### config.mk
export PLATFORM = sky130hd
export DESIGN_NAME = nn_layer_sequencer
export DESIGN_NICKNAME = d
export VERILOG_FILES = /design/src/rtl/nn_pkg.sv /design/src/rtl/activation_module.sv /design/src/rtl/nn_layer_sequencer.sv
export SDC_FILE = /design/constraint.sdc
export NUM_CORES = 1
export LEC_CHECK = 0
export CAP_MARGIN = 20
export CELL_PAD_IN_SITES_DETAIL_PLACEMENT = 0
export CELL_PAD_IN_SITES_GLOBAL_PLACEMENT = 1
export CORE_ASPECT_RATIO = 1.4
export CORE_UTILIZATION = 50
export DETAILED_ROUTE_END_ITERATION = 8
export GPL_TIMING_DRIVEN = 0
export PLACE_DENSITY_LB_ADDON = 0.1
export SETUP_SLACK_MARGIN = 0.02
export SYNTH_ARGS = -nofsm -noshare
export SYNTH_HDL_FRONTEND = slang
export SYNTH_SLANG_ARGS = --single-unit
### constraint.sdc
create_clock -name clk -period 7.1 [get_ports clk]
set_input_delay 1.065 -clock clk [delete_from_list [all_inputs] [get_ports clk]]
set_output_delay 1.065 -clock clk [all_outputs]
set_load 0.03 [all_outputs]
### src/rtl/nn_pkg.sv
// Shared types and widths for the NN layer sequencer.
// Holds the FSM state encoding and datapath width constants.
package nn_pkg;

  localparam int ACC_W   = 32;
  localparam int DATA_W  = 8;
  localparam int SHIFT_W = 4;

  typedef enum logic [2:0] {
    IDLE,
    MAC,
    DRAIN,
    ACT,
    WRITE,
    FIN
  } nn_seq_state_t;

endpackage

### src/rtl/activation_module.sv
// Shift, saturate to int8 and optional ReLU of a 32-bit accumulator.
// Ports: acc_i (accumulator), shift_i, output_layer_i (1 = no ReLU), data_o.
module activation_module
  import nn_pkg::*;
(
  input  logic [ACC_W-1:0]   acc_i,
  input  logic [SHIFT_W-1:0] shift_i,
  input  logic               output_layer_i,
  output logic [DATA_W-1:0]  data_o
);

  logic signed [ACC_W-1:0] sh;

  assign sh = $signed(acc_i) >>> shift_i;

  always_comb begin
    data_o = sh[DATA_W-1:0];
    if (sh > 32'sd127) begin
      data_o = 8'h7f;
    end else if (sh < -32'sd128) begin
      data_o = 8'h80;
    end
    if (!output_layer_i && sh[ACC_W-1]) begin
      data_o = '0;
    end
  end

endmodule

### src/rtl/nn_layer_sequencer.sv
// Runs one fully-connected layer on a shared MAC + activation path.
// Ports: config/start/busy/done, memory read port, valid/ready result port.
module nn_layer_sequencer
  import nn_pkg::*;
#(
  parameter int IN_AW  = 8,
  parameter int NEUR_W = 6,
  parameter int W_AW   = 14
) (
  input  logic              clk,
  input  logic              reset_n,
  input  logic              start,
  input  logic [IN_AW-1:0]  cfg_num_inputs,
  input  logic [NEUR_W-1:0] cfg_num_neurons,
  input  logic [3:0]        cfg_shift,
  input  logic              cfg_output_layer,
  output logic              rd_en,
  output logic [IN_AW-1:0]  in_addr,
  output logic [W_AW-1:0]   w_addr,
  input  logic [7:0]        in_data,
  input  logic [7:0]        w_data,
  output logic              res_valid,
  input  logic              res_ready,
  output logic [NEUR_W-1:0] res_addr,
  output logic [7:0]        res_data,
  output logic              busy,
  output logic              done
);

  nn_seq_state_t state_q, state_d;

  logic [IN_AW-1:0]   n_q, n_d, i_q, i_d;
  logic [NEUR_W-1:0]  m_q, m_d, neur_q, neur_d;
  logic [SHIFT_W-1:0] sh_q, sh_d;
  logic               outl_q, outl_d;
  logic [W_AW-1:0]    base_q, base_d;
  logic [ACC_W-1:0]   acc_q, acc_d;
  logic               rdv_q;
  logic [DATA_W-1:0]  rdat_q, rdat_d, act;
  logic [NEUR_W-1:0]  radr_q, radr_d;
  logic signed [15:0] prod;

  assign prod = $signed(in_data) * $signed(w_data);

  activation_module u_act (
    .acc_i          (acc_q),
    .shift_i        (sh_q),
    .output_layer_i (outl_q),
    .data_o         (act)
  );

  always_comb begin
    state_d = state_q;
    n_d     = n_q;
    m_d     = m_q;
    sh_d    = sh_q;
    outl_d  = outl_q;
    i_d     = i_q;
    neur_d  = neur_q;
    base_d  = base_q;
    acc_d   = acc_q;
    rdat_d  = rdat_q;
    radr_d  = radr_q;
    // Data returns one cycle after each read strobe.
    if (rdv_q) begin
      acc_d = acc_q + {{(ACC_W-16){prod[15]}}, prod};
    end
    case (state_q)
      IDLE: begin
        if (start) begin
          n_d    = cfg_num_inputs;
          m_d    = cfg_num_neurons;
          sh_d   = cfg_shift;
          outl_d = cfg_output_layer;
          i_d    = '0;
          neur_d = '0;
          base_d = '0;
          acc_d  = '0;
          if (cfg_num_neurons == '0)
            state_d = FIN;
          else if (cfg_num_inputs == '0)
            state_d = DRAIN;
          else
            state_d = MAC;
        end
      end
      MAC: begin
        i_d = i_q + IN_AW'(1);
        if (i_q == n_q - IN_AW'(1)) begin
          i_d     = '0;
          state_d = DRAIN;
        end
      end
      DRAIN: state_d = ACT;
      ACT: begin
        rdat_d  = act;
        radr_d  = neur_q;
        state_d = WRITE;
      end
      WRITE: begin
        if (res_ready) begin
          acc_d  = '0;
          base_d = base_q + W_AW'(n_q);
          neur_d = neur_q + NEUR_W'(1);
          if (neur_q == m_q - NEUR_W'(1))
            state_d = FIN;
          else if (n_q == '0)
            state_d = DRAIN;
          else
            state_d = MAC;
        end
      end
      FIN:     state_d = IDLE;
      default: state_d = IDLE;
    endcase
  end

  always_ff @(posedge clk or negedge reset_n) begin
    if (!reset_n) begin
      state_q <= IDLE;
      n_q     <= '0;
      m_q     <= '0;
      sh_q    <= '0;
      outl_q  <= 1'b0;
      i_q     <= '0;
      neur_q  <= '0;
      base_q  <= '0;
      acc_q   <= '0;
      rdv_q   <= 1'b0;
      rdat_q  <= '0;
      radr_q  <= '0;
    end else begin
      state_q <= state_d;
      n_q     <= n_d;
      m_q     <= m_d;
      sh_q    <= sh_d;
      outl_q  <= outl_d;
      i_q     <= i_d;
      neur_q  <= neur_d;
      base_q  <= base_d;
      acc_q   <= acc_d;
      rdv_q   <= (state_q == MAC);
      rdat_q  <= rdat_d;
      radr_q  <= radr_d;
    end
  end

  assign rd_en     = (state_q == MAC);
  assign in_addr   = i_q;
  assign w_addr    = base_q + W_AW'(i_q);
  assign res_valid = (state_q == WRITE);
  assign res_data  = rdat_q;
  assign res_addr  = radr_q;
  assign done      = (state_q == FIN);
  assign busy      = (state_q == MAC) || (state_q == DRAIN) ||
                     (state_q == ACT) || (state_q == WRITE);

endmodule

Yosys cells after proc, flatten, opt, wreduce, memory -nomap -nowiden

Index checks and enable logic that the tools add are counted.

Register bits: 97
Bits of input ports: 39
Logic and storage cells: 72

$add $sub $neg: 7
$mul: 1
Magnitude comparators: 2
Eq/ne operators: 10
Shift-type cells: 1
Multiplexer cells: 24
Reduce and logical (&&, ||, !) cells: 15

Operators by type and width:

| cell                                                                          | number |
|---|---|
| 32-bit two-way mux                                                            | 3 |
| 32-bit one-hot mux with 2 select lines                                        | 1 |
| 8-bit two-way mux                                                             | 5 |
| 32-bit adder                                                                  | 1 |
| 32-bit by 8-bit > comparator with 1-bit output, second input constant         | 1 |
| 32-bit by 8-bit less-than comparator with 1-bit output, second input constant | 1 |
| 32-bit by 4-bit >>> shifter with 32-bit output                                | 1 |
| 14-bit by 8-bit adder with 14-bit output                                      | 2 |
| 14-bit two-way mux                                                            | 2 |
| 14-bit one-hot mux with 2 select lines                                        | 1 |
| 8-bit logical NOT                                                             | 2 |
| 8-bit by 8-bit multiplier with 16-bit output                                  | 1 |
| 8-bit one-hot mux with 2 select lines                                         | 1 |
| 3-bit two-way mux                                                             | 5 |
| 3-bit one-hot mux with 5 select lines                                         | 1 |
| 6-bit two-way mux                                                             | 2 |
| 6-bit one-hot mux with 2 select lines                                         | 1 |
| 8-bit by 1-bit adder with 8-bit output, second input constant                 | 1 |
| 8-bit equality test                                                           | 1 |
| 8-bit by 1-bit subtractor with 8-bit output, second input constant            | 1 |
| 6-bit by 1-bit adder with 6-bit output, second input constant                 | 1 |
| 3-bit by 2-bit equality test with 1-bit output, second input constant         | 2 |
| 3-bit equality test, second input constant                                    | 2 |
| 6-bit equality test                                                           | 1 |
| 13 further kinds                                                              | 20 |

Longest topological paths before layout

Depth in word-level cells: 5
Gate-level depth with buffers: 32

By module

Synthesis repeated with hierarchy kept, for this count alone.

Cells, all modules: 1,230
Area, all modules: 11,006.8 um^2

Modules (own cells, without submodules):

| module             | times used | cells an instance | area each (um^2) | sequential area each (um^2) |
|---|---|---|---|---|
| nn_layer_sequencer | 1          | 1,046             | 9,399.0          | 2,427.3 |
| activation_module  | 1          | 184               | 1,607.8          | 0.0 |

Worst setup path before layout

OpenSTA, ideal clock, no wires.

Kind: input port to flip-flop
Start point: input w_data[3]
End point: register acc_q[31]
Setup time: 0.119 ns
Data arrival time: 7.747 ns
Slack: -0.766 ns
Cell stages on the path: 26
Path buffers: 1
Cells stage by stage: and2_1 fa_1 inv_1 fa_1 inv_1 fa_1 inv_1 fa_1 inv_1 ha_1 and2_1 o21ai_0 a31oi_1 xnor2_1 ha_1 buf_6 a211oi_2 o211ai_1 a221oi_2 o221ai_2 o41ai_4 o22ai_2 mux2_4 o21ai_2 xnor2_1 nor2_1

Word-level cells in the longest chain between the ends: 5
Elaborated cells between the ends (all ways): 6
Classes of those cells: 1 x add/sub; 1 x mul; 4 x mux

RTL lines:

| what                                           | RTL line                                            | RTL |
|---|---|---|
| start: declaration                             | nn_layer_sequencer.sv:21                            | `input logic [7:0] w_data,` |
| 8-bit by 8-bit multiplier with 16-bit output * | nn_layer_sequencer.sv:43                            | `assign prod = $signed(in_data) * $signed(w_data);` |
| 32-bit adder *                                 | nn_layer_sequencer.sv:66                            | `acc_d = acc_q + {{(ACC_W-16){prod[15]}}, prod};` |
| 32-bit two-way mux *                           | nn_layer_sequencer.sv:65                            | `if (rdv_q) begin` |
| 32-bit two-way mux (on tied branches)          | nn_layer_sequencer.sv:101, nn_layer_sequencer.sv:70 |  |
| 32-bit one-hot mux with 2 select lines *       | nn_layer_sequencer.sv:68                            | `case (state_q)` |
| net acc_d[31]                                  | nn_layer_sequencer.sv:37                            | `logic [ACC_W-1:0] acc_q, acc_d;` |
| end signal: assignment                         | nn_layer_sequencer.sv:128                           | `acc_q <= '0;` |
| end signal: assignment                         | nn_layer_sequencer.sv:141                           | `acc_q <= acc_d;` |
| end: declaration                               | nn_layer_sequencer.sv:37                            |  |

The timed path passes the listed nets; every way through them passes the cells marked *.
A chain may end at the register's enable or synchronous reset.

Final worst setup path

Start point: input w_data[4]
End point: register acc_q[31]

The elaborated chain is that of the path after synthesis.

==> impl_metrics.json <==
{
  "outcome": "finished, final reports clean",
  "r2r_slack_ns": 3.91,
  "start_util_pct": 51.33,
  "grt_max_degree": 52,
  "routed_via_density": 5.622,
  "area_growth_pct": 18.73,
  "fin_area_sq_um": 13020,
  "ys_seq_area_share_pct": 22.14,
  "finalNetCount": 1561,
  "htree_num_levels": 3,
  "cp-start-kind": "primary input",
  "hpwl_microns": 22550,
  "worstSetupEndpointType": "register",
  "path_max_fanout": 8,
  "grt_overflow": 0,
  "syn_inst": 1272,
  "skew_ns": 0.01252,
  "synthTopCellsByArea": "dfrtp_1 (22%), fa_1 (11%), ha_1 (9.4%), mux2i_1 (5.0%), nand2_1 (4.7%)",
  "cts.clk_slew.worst_paths_ns": 0.07,
  "rsz0062_at_grt": "yes",
  "cts.sinks": 97,
  "fin_crit_ns": 6.973,
  "grt_util_all_layers_pct": 26.84,
  "slew_violations": 0,
  "ys_ff_latch": 97,
  "required_ns": 7.34,
  "wire_per_inst_microns": 17.39,
  "routed_wl_microns": 29210,
  "die-area_sq_um": 22530,
  "utilization_pct": 60.94,
  "syn_nets": 1451,
  "io_pins": 79,
  "setup_viol": 0,
  "num_antenna_cells": 0,
  "yosys_most_used_dff": "dfrtp_1",
  "cts_inserted_buffers": 9,
  "path_class": "primary input to register",
  "ant_nets": 0,
  "finalWeightedCongestion": 0.8891,
  "syn-cell-area_sq_um": 10960,
  "holdPathEnd": "m_q[5]",
  "maxSlewHeadroom_pct": 32.45,
  "drive_gt1_share_pct": 14.42,
  "ff2ff_path_depth": 12,
  "synth_top_area_share_pct": 22.14,
  "worst_hold_path.num_cells": 2,
  "synthArstFlopShare_pct": 100.0,
  "grt_pass1_wl_microns": 47620,
  "tightest_slew_ns": 1.011,
  "fill_cells": 1978,
  "period_share_pct": 98.21,
  "design.core.area_sq_um": 21360,
  "hold_buffers": 0,
  "ys_types": 80,
  "r2r_end": "acc_q[31]",
  "avgSynthCellArea_sq_um": 8.620,
  "drcViolationCount": 0,
  "die_h_microns": 177.2,
  "first_pass_iters": 5,
  "r2r-start": "acc_q[12]",
  "yosysTopAreaCell": "dfrtp_1",
  "hold_path_class": "register to register",
  "hold_violations": 0,
  "grt_pass1_vias": 9381,
  "ctsLongestPathBuffers": 2,
  "cp.arrival_ns": 7.22,
  "clk_latency_ns": 0.36,
  "grt_antenna_before_repair": 0,
  "dieWidth_microns": 127.2,
  "drt_iter0_markers": 446,
  "cap_viol_max_count": 0,
  "portBuffers": 78,
  "hold_slack_ns": 0.5026,
  "clock-root-buffer": "clkbuf_16",
  "dr_total_vias": 9439,
  "num_rows": 63,
  "cts_tree": "done",
  "synth_edf_count": 0,
  "fmax_mhz": 143.4,
  "postPlaceCellArea_sq_um": 12290,
  "worstHoldStart": "m_q[5]",
  "ys_warn_count": 0
}
cells in the final DEF, fill, tap and decap left out, types with 10 or more instances in the layout:
cell type / netlist / routed
inv_2: 0 / 10
mux2i_1: 55 / 55
clkbuf_1: 27 / 27
xor2_1: 27 / 27
mux4_2: 13 / 13
ha_1: 82 / 65
fa_1: 58 / 56
a211oi_1: 10 / 10
o21ai_1: 13 / 14
clkdlybuf4s50_1: 0 / 61
xnor2_1: 55 / 51
a21o_1: 15 / 15
nor2b_1: 19 / 16
and2_4: 0 / 12
nor3_1: 21 / 21
o21ai_0: 68 / 64
mux2_2: 22 / 22
o21bai_1: 12 / 12
clkbuf_16: 0 / 10
buf_4: 2 / 29
buf_2: 10 / 12
nand4_1: 11 / 11
a21oi_1: 79 / 73
nor2_1: 94 / 92
nand2_1: 138 / 134
inv_1: 121 / 110
ha_4: 0 / 13
nand3_1: 25 / 24
and2_1: 50 / 38
dfrtp_1: 97 / 97
worst max-delay path, cell delays in order:
cell and delay [ns]:
buf_4 0.15, and2_4 0.17, fa_2 0.50, buf_4 0.17, fa_1 0.50, inv_1 0.06
fa_1 0.48, fa_1 0.57, inv_1 0.05, ha_1 0.23, nor3_1 0.30, a31oi_4 0.16
xnor2_4 0.37, buf_12 0.18, ha_2 0.31, o21ai_1 0.16, a21oi_1 0.10, a221oi_2 0.35
o221ai_4 0.19, o41ai_4 0.35, o22ai_2 0.17, mux2_4 0.32, o21ai_2 0.14, xnor2_1 0.12
nor2_1 0.06
cells in the mapped netlist, types with 6 or more instances:
cell type,instances
o211ai_1,6
xnor2_1,55
a21oi_1,79
nand4_1,11
nor3_1,21
clkbuf_1,27
o21bai_1,12
nand3b_1,6
mux2i_1,55
o21a_1,7
o21ai_0,68
nand2_1,138
dfrtp_1,97
mux4_2,13
and3_1,9
o21ai_1,13
and2_1,50
mux2_2,22
o31ai_1,9
a22oi_1,7
a211oi_1,10
nand3_1,25
a31oi_1,6
nor4_1,9
nor2_1,94
a21o_1,15
nor2b_1,19
fa_1,58
buf_2,10
ha_1,82
inv_1,121
xor2_1,27
nand2b_1,10
how the worst max path moves through the flow:
stage | cells past startpoint | start | slack, ns | end
final | 25 | w_data[4] | 0.13 | acc_q[31]
after global routing | 24 | w_data[4] | -0.15 | acc_q[31]
after CTS | 32 | in_data[3] | 0.03 | acc_q[31]
after detailed placement | 26 | w_data[2] | -1.27 | acc_q[31]
after global placement | 26 | w_data[2] | -1.24 | acc_q[31]
after floorplan | 31 | in_data[3] | 0.03 | acc_q[31]
timing repair:
action / 4_1_cts / 5_1_grt
buffers inserted: 7 / 13
gates resized for setup: 85 / 84
endpoints found under the setup margin: 14 / 9
cloned: 1 / 1
pin swaps: 13 / 60
metrics by stage:
step           setup WS, ns  instances  TNS [ns]
6_report             0.1274       1679         0
5_1_grt             -0.1473       1679   -0.1566
4_1_cts             0.03466       1667         0
3_5_place_dp         -1.274       1643    -11.63
3_3_place_gp         -1.240       1642    -10.78
2_1_floorplan       0.02613       1272         0
state kept, by name (all words and copies together), names as in the netlist:
signal	count
acc_q	32
base_q	14
in_addr	8
m_q	6
n_q	8
neur_q	6
outl_q	1
rdv_q	1
res_addr	6
res_data	8
sh_q	4
state_q	3
cells by family (layout without fill, tap and decap cells):
kind of cell,after synthesis,after routing,synth area share [%]
buffers and inverters,169,283,6.459
flip-flops,97,97,22.14
multiplexers,93,93,10.29
adder cells (fa/ha/maj),140,140,19.95
AO/OA/AOI/OAI,273,273,16.07
AND/OR/NAND/NOR,418,418,18.54
XOR/XNOR,82,83,6.550
metal layers:
layer	track usage [%]	up-vias	share of wire, %
met1	32.09	4615	43
li1	-	4624	-
met3	2.177	48	2.1
met4	9.474	0	2.8
met2	50.05	152	52
met5	0	-	0
area by class of cell:
type / instances / area, sq um / area share, %
Multi-Input combinational cell: 1007 / 8250 / 63.38
Buffer: 46 / 231.5 / 1.778
Sequential cell: 97 / 2427 / 18.65
Clock inverter: 7 / 76.32 / 0.5863
Clock buffer: 9 / 225.2 / 1.730
Timing Repair Buffer: 100 / 984.7 / 7.564
Tap cell: 292 / 365.4 / 2.807
Inverter: 121 / 456.7 / 3.508
Power is not shown: default switching activity piles up to over one toggle a cycle in this logic, so the estimate is an artifact.
